$ cat src/rtl/mux_scan_pkg.sv
// Shared definitions for the selector scan sequencer.
// Provides the FSM state type, channel/data sizing and the
// helper that finds the next channel to scan from a channel mask.
package mux_scan_pkg;

  localparam int NCH    = 4;
  localparam int DATA_W = 2 * NCH;

  typedef enum logic [1:0] {
    IDLE,
    SCAN,
    DONE
  } state_t;

  // Lowest set mask bit strictly above 'cur'. Bit 2 of the result is set
  // when no such channel exists. Pass cur = -1 to find the first channel.
  function automatic logic [2:0] next_ch(input logic [NCH-1:0] mask, input int cur);
    logic [2:0] r;
    r = 3'b100;
    for (int k = NCH - 1; k >= 0; k--) begin
      if (k > cur && mask[k]) r = {1'b0, k[1:0]};
    end
    return r;
  endfunction

endpackage

$ cat src/rtl/mux_scan_settle_ctr.sv
// Loadable down counter used to hold the selector lines stable for a
// fixed number of clocks before the selector outputs are sampled.
// Ports:
//   clk      - clock, rising edge
//   reset_n  - asynchronous active-low reset
//   load     - load load_val (has priority over counting)
//   en       - decrement by one while the count is non-zero
//   load_val - value loaded on load
//   zero     - count is zero
module mux_scan_settle_ctr #(
  parameter int CW = 4
) (
  input  logic          clk,
  input  logic          reset_n,
  input  logic          load,
  input  logic          en,
  input  logic [CW-1:0] load_val,
  output logic          zero
);

  logic [CW-1:0] count;

  // The counter saturates at zero so a stray enable cannot wrap it.
  always_ff @(posedge clk or negedge reset_n) begin
    if (!reset_n) begin
      count <= '0;
    end else if (load) begin
      count <= load_val;
    end else if (en && count != '0) begin
      count <= count - CW'(1);
    end
  end

  assign zero = (count == '0);

endmodule

$ cat src/rtl/mux_scan_seq.sv
// Scan sequencer for a dual 4-line-to-1-line selector. On an accepted
// start it walks the requested channels, drives SEL1:SEL0 and the active-low
// group enables, waits SETTLE_CYCLES clocks per channel, samples G1Q/G2Q into
// an 8-bit snapshot and offers it with a valid/ack handshake.
// Ports:
//   clk, reset_n     - clock and asynchronous active-low reset
//   start            - request pulse, taken only in IDLE
//   ch_mask, grp_en  - channels and groups to scan, latched at start
//   ack              - consumer takes the snapshot while valid
//   sel0, sel1       - selector channel select
//   enb1_n, enb2_n   - selector group enables, active low
//   g1q, g2q         - selector outputs
//   busy, valid      - scan in progress / snapshot available
//   data             - snapshot, data[2k]=group1 ch k, data[2k+1]=group2 ch k
module mux_scan_seq
  import mux_scan_pkg::*;
#(
  parameter int SETTLE_CYCLES = 2,
  parameter int CW            = 4
) (
  input  logic              clk,
  input  logic              reset_n,
  input  logic              start,
  input  logic [NCH-1:0]    ch_mask,
  input  logic [1:0]        grp_en,
  input  logic              ack,
  output logic              sel0,
  output logic              sel1,
  output logic              enb1_n,
  output logic              enb2_n,
  input  logic              g1q,
  input  logic              g2q,
  output logic              busy,
  output logic              valid,
  output logic [DATA_W-1:0] data
);

  state_t            state_r, state_nxt;
  logic [1:0]        ch_r, ch_nxt;
  logic [NCH-1:0]    mask_r, mask_nxt;
  logic [1:0]        grp_r, grp_nxt;
  logic [DATA_W-1:0] data_nxt;
  logic              enb1_nxt, enb2_nxt, busy_nxt, valid_nxt;
  logic              ctr_load, ctr_en, ctr_zero;
  logic [2:0]        nx;

  mux_scan_settle_ctr #(.CW(CW)) u_settle (
    .clk      (clk),
    .reset_n  (reset_n),
    .load     (ctr_load),
    .en       (ctr_en),
    .load_val (CW'(SETTLE_CYCLES)),
    .zero     (ctr_zero)
  );

  // All outputs come straight from these registers.
  always_ff @(posedge clk or negedge reset_n) begin
    if (!reset_n) begin
      state_r <= IDLE;
      ch_r    <= '0;
      mask_r  <= '0;
      grp_r   <= '0;
      data    <= '0;
      enb1_n  <= 1'b1;
      enb2_n  <= 1'b1;
      busy    <= 1'b0;
      valid   <= 1'b0;
    end else begin
      state_r <= state_nxt;
      ch_r    <= ch_nxt;
      mask_r  <= mask_nxt;
      grp_r   <= grp_nxt;
      data    <= data_nxt;
      enb1_n  <= enb1_nxt;
      enb2_n  <= enb2_nxt;
      busy    <= busy_nxt;
      valid   <= valid_nxt;
    end
  end

  assign sel0 = ch_r[0];
  assign sel1 = ch_r[1];

  // Next-state logic. An empty mask or no enabled group skips the
  // selector entirely and reports an all-zero snapshot one edge later.
  always_comb begin
    state_nxt = state_r;
    ch_nxt    = ch_r;
    mask_nxt  = mask_r;
    grp_nxt   = grp_r;
    data_nxt  = data;
    enb1_nxt  = enb1_n;
    enb2_nxt  = enb2_n;
    busy_nxt  = busy;
    valid_nxt = valid;
    ctr_load  = 1'b0;
    ctr_en    = 1'b0;
    nx        = '0;
    case (state_r)
      IDLE: begin
        if (start) begin
          mask_nxt = ch_mask;
          grp_nxt  = grp_en;
          data_nxt = '0;
          if (ch_mask == '0 || grp_en == 2'b00) begin
            valid_nxt = 1'b1;
            state_nxt = DONE;
          end else begin
            nx        = next_ch(ch_mask, -1);
            ch_nxt    = nx[1:0];
            ctr_load  = 1'b1;
            enb1_nxt  = ~grp_en[0];
            enb2_nxt  = ~grp_en[1];
            busy_nxt  = 1'b1;
            state_nxt = SCAN;
          end
        end
      end
      SCAN: begin
        if (!ctr_zero) begin
          ctr_en = 1'b1;
        end else begin
          data_nxt[{ch_r, 1'b0}] = g1q & grp_r[0];
          data_nxt[{ch_r, 1'b1}] = g2q & grp_r[1];
          nx = next_ch(mask_r, int'(ch_r));
          if (!nx[2]) begin
            ch_nxt   = nx[1:0];
            ctr_load = 1'b1;
          end else begin
            ch_nxt    = '0;
            enb1_nxt  = 1'b1;
            enb2_nxt  = 1'b1;
            busy_nxt  = 1'b0;
            valid_nxt = 1'b1;
            state_nxt = DONE;
          end
        end
      end
      DONE: begin
        if (ack) begin
          valid_nxt = 1'b0;
          state_nxt = IDLE;
        end
      end
      default: state_nxt = IDLE;
    endcase
  end

endmodule

$ cat config.mk
export PLATFORM = sky130hd
export DESIGN_NAME = mux_scan_seq
export DESIGN_NICKNAME = d
export VERILOG_FILES = /design/src/rtl/mux_scan_pkg.sv /design/src/rtl/mux_scan_settle_ctr.sv /design/src/rtl/mux_scan_seq.sv
export SDC_FILE = /design/constraint.sdc
export NUM_CORES = 1
export LEC_CHECK = 0
export BUFFER_PORTS_ARGS = -buffer_cell sky130_fd_sc_hd__buf_2
export CAP_MARGIN = 0
export CORE_ASPECT_RATIO = 1.2
export CORE_UTILIZATION = 54
export DETAILED_ROUTE_END_ITERATION = 7
export PLACE_DENSITY_LB_ADDON = 0.3
export SYNTH_ARGS = -nofsm -noshare
export SYNTH_HDL_FRONTEND = slang
export SYNTH_SLANG_ARGS = --single-unit
$ cat constraint.sdc
create_clock -name clk -period 2 [get_ports clk]
set_clock_uncertainty 0.05 [all_clocks]
set_input_delay 0.5 -clock clk [delete_from_list [all_inputs] [get_ports clk]]
set_output_delay 0.5 -clock clk [all_outputs]
set_load 0.01 [all_outputs]
==> results.md <==
* Status: finished clean
* FF-to-FF setup slack at 0.12 ns
* Initial antenna violation count at 0
* Largest net degree at the start of global routing at 26
* Initial detailed-routing violation count at 39
* Layout cell share with drive strength beyond 1 at 33.1%
* Number of synthesized register bits at 25
* Post-Syn Nets at 141
* DP Cell Count at 184
* Clock root buffer: clkbuf_4
* Die height at 56.3 um
* Sequential fraction of the synthesis area at 47.3%
* Buffers on Ports at 25
* Worst slew pin tran at 0.524 ns
* Crit path capture type: flip-flop
* Via count at 1105
* # resized after CTS at 0
* Via density at 5.88
* Max transition margin at 65.0%
* Gr usage total at 26.1%
* Hold WC Path Type: primary input to asynchronous set/reset pin
* Worst endpoint required time at 2.18 ns
* Async set or reset register ratio after synthesis at 100%
* Final Max Tran Viols at 0
* Routed WL at around 2900 um
* Pre-Repair DR Iteration Count at 4
* PnR Total Power at 2.51 mW
* Mapped Cells at between 100 and 150
* Vias in the first global route at 1092
* Global-route wire length before repair at 4920 um
* Max-Cap Viols at 0
* Final min period at 1.88 ns
* CTS max path bufs at 2
* Hold-fix buffers, CTS at 0
* Pwr Density at 1630 mW/mm^2
* Cell variety after synth at 43
* ANT cells at 0
* F_max at 0.532 GHz
* DRC viols at 0
* Die width at 47.3 um
* Area grow syn2layout at 16.2%
* Static Leak at 0.709 nW
* Final setup TNS at 0 ns
* Clock slew at reported path FFs at roughly 0.13 ns
* Top post-synthesis cells by area: dfrtp_1 (43%), dfstp_2 (4.0%), a21oi_1 (3.8%)
* Sink Count at 25
* DPL Wire Length at 2210 um
* VDD IR max at between 1 and 1.5 mV
* R2R Path End: data[4]
* CP Class: flip-flop to flip-flop
* Worst R2R Path Depth at 6
* Global placement routability congestion at between 0.8 and 0.9
* Worst-skew pair later-pin latency at 0.31 ns
* FILL cells at 190
* Setup crit start kind: flip-flop
* CP Max Fanout at 5
* Avg Inst Size Synth at 10.4 um^2
* Top-area cell type share of the netlist area at 43.4%
* Worst r2r src: u_settle.count[0]
* Crit share post-route at 94.1%
* Fin cells at 188
* Number of synthesized flops with an enable pin at 0
* Die area at 0.00266 mm^2
* Wirelength per Cell at 15.2 um
* CTS tree: done
* Synth Cell Area at 0.00133 mm^2
* Site row count at 19
* Total CTS buffers at 3
* Hold Violations, Final at 0
* Postcts setup bufs at 0
* Core area at 0.00231 mm^2
* Arrival @ worst endpoint at around 2.1 ns
* Final nets at 171
* Final setup fails at 0
* Antenna-violating nets left at 0
* RSZ-0062 raised after global routing: no
* H-tree levels at 1
* Remaining global-route overflow at 0
* Ports at 26
* Synth warn at 0
* Starting Density at 57.6%
* Yosys top cell by area: dfrtp_1
* Synth Flop Type: dfrtp_1
[kinds of logic after synthesis]
| family | Yosys count | share of synthesized area (%) |
|---|---|---|
| AOI/OAI and AO/OA | 41 | 22.1 |
| and+or+nand+nor | 40 | 18.9 |
| DFF | 25 | 47.3 |
| buffers and inverters | 14 | 4.34 |
| muxes | 7 | 6.41 |
| adders and majority gates | 1 | 0.942 |
[through the flow]
| step | hold WS, ns | cell area, um^2 | util [%] | worst slack [ns] |
|---|---|---|---|---|
| after floorplan | 0.154 | 1330 | - | 0.269 |
| after global placement | 0.424 | 1500 | 65.1 | 0.178 |
| after detailed placement | 0.424 | 1500 | 65.1 | 0.126 |
| after CTS | 0.113 | 1530 | 66.3 | 0.0910 |
| after global routing | 0.137 | 1540 | 66.9 | 0.0211 |
| final | 0.0928 | 1540 | 66.9 | 0.119 |
[layout by cell type, fill, tap and decap left out, types with 2 or more instances in the layout]
cell,synthesis,final
a21o_1,4,4
a21oi_1,10,9
a2bb2oi_1,2,2
buf_2,1,25
buf_4,1,4
clkbuf_4,0,3
dfrtp_1,23,23
dfstp_2,2,2
inv_1,10,10
mux2_2,4,4
mux2_4,2,2
nand2_1,9,9
nand2b_1,6,6
nand3_1,4,4
nor2_1,7,7
nor3b_4,2,2
nor4_1,2,2
o21ai_0,4,4
o21bai_1,2,2
o221a_2,2,2
o22ai_1,7,6
o2bb2ai_1,2,2
[power breakdown]
| group | internal (mW) | total, mW | switching (mW) |
|---|---|---|---|
| Clock | 0.0778 | 0.218 | 0.140 |
| Combinational | 0.647 | 1.32 | 0.674 |
| Sequential | 0.744 | 0.975 | 0.231 |
[cells in the mapped netlist, types with 2 or more instances]
cell type	instances
nor2_1	7
o2bb2ai_1	2
a21o_1	4
dfstp_2	2
nand3_1	4
nor4_1	2
mux2_4	2
mux2_2	4
o21ai_0	4
dfrtp_1	23
o221a_2	2
inv_1	10
nand2_1	9
nor3b_4	2
a21oi_1	10
o21bai_1	2
nand2b_1	6
a2bb2oi_1	2
o22ai_1	7
[critical path, cell delays in order, from the launching register on]
cell and delay [ns]:
dfrtp_1 0.44, inv_1 0.07, ha_1 0.21, or3b_1 0.43, nor2_1 0.21, nand3_1 0.20, o22ai_1 0.21
[per-layer routing]
layer / wire length, um / track usage (%) / vias up
met4: 102 / 14.3 / 0
li1: - / - / 523
met5: 0 / 0 / -
met1: 1210 / 33.3 / 541
met3: 89 / 2.25 / 12
met2: 1460 / 41.7 / 29
[state kept, by name (all words and copies together), names as in the netlist]
register / count
data: 8
valid: 1
u_settle.count: 4
busy: 1
mask_r: 3
ch_r: 2
state_r: 2
enb2_n: 1
enb1_n: 1
grp_r: 2
[worst max-delay path by stage]
stage,slack [ns],to,start
floorplan,0.27,ch_r[0],u_settle.count[0]
global placement,0.18,ch_r[1],ch_mask[0]
detailed placement,0.13,state_r[1],u_settle.count[0]
CTS,0.09,state_r[1],u_settle.count[0]
global route,0.02,data[5],u_settle.count[0]
finish,0.12,data[4],u_settle.count[0]
[cell type report]
class | count | area [um^2] | share of cell area (%)
clock buffers | 4 | 26.3 | 1.70
inverters | 10 | 37.5 | 2.43
multi-input cells | 89 | 657 | 42.6
flip-flops and latches | 25 | 628 | 40.7
well taps | 31 | 38.8 | 2.51
repair buffers | 29 | 155 | 10.1
(Power assumes the default switching activity.)
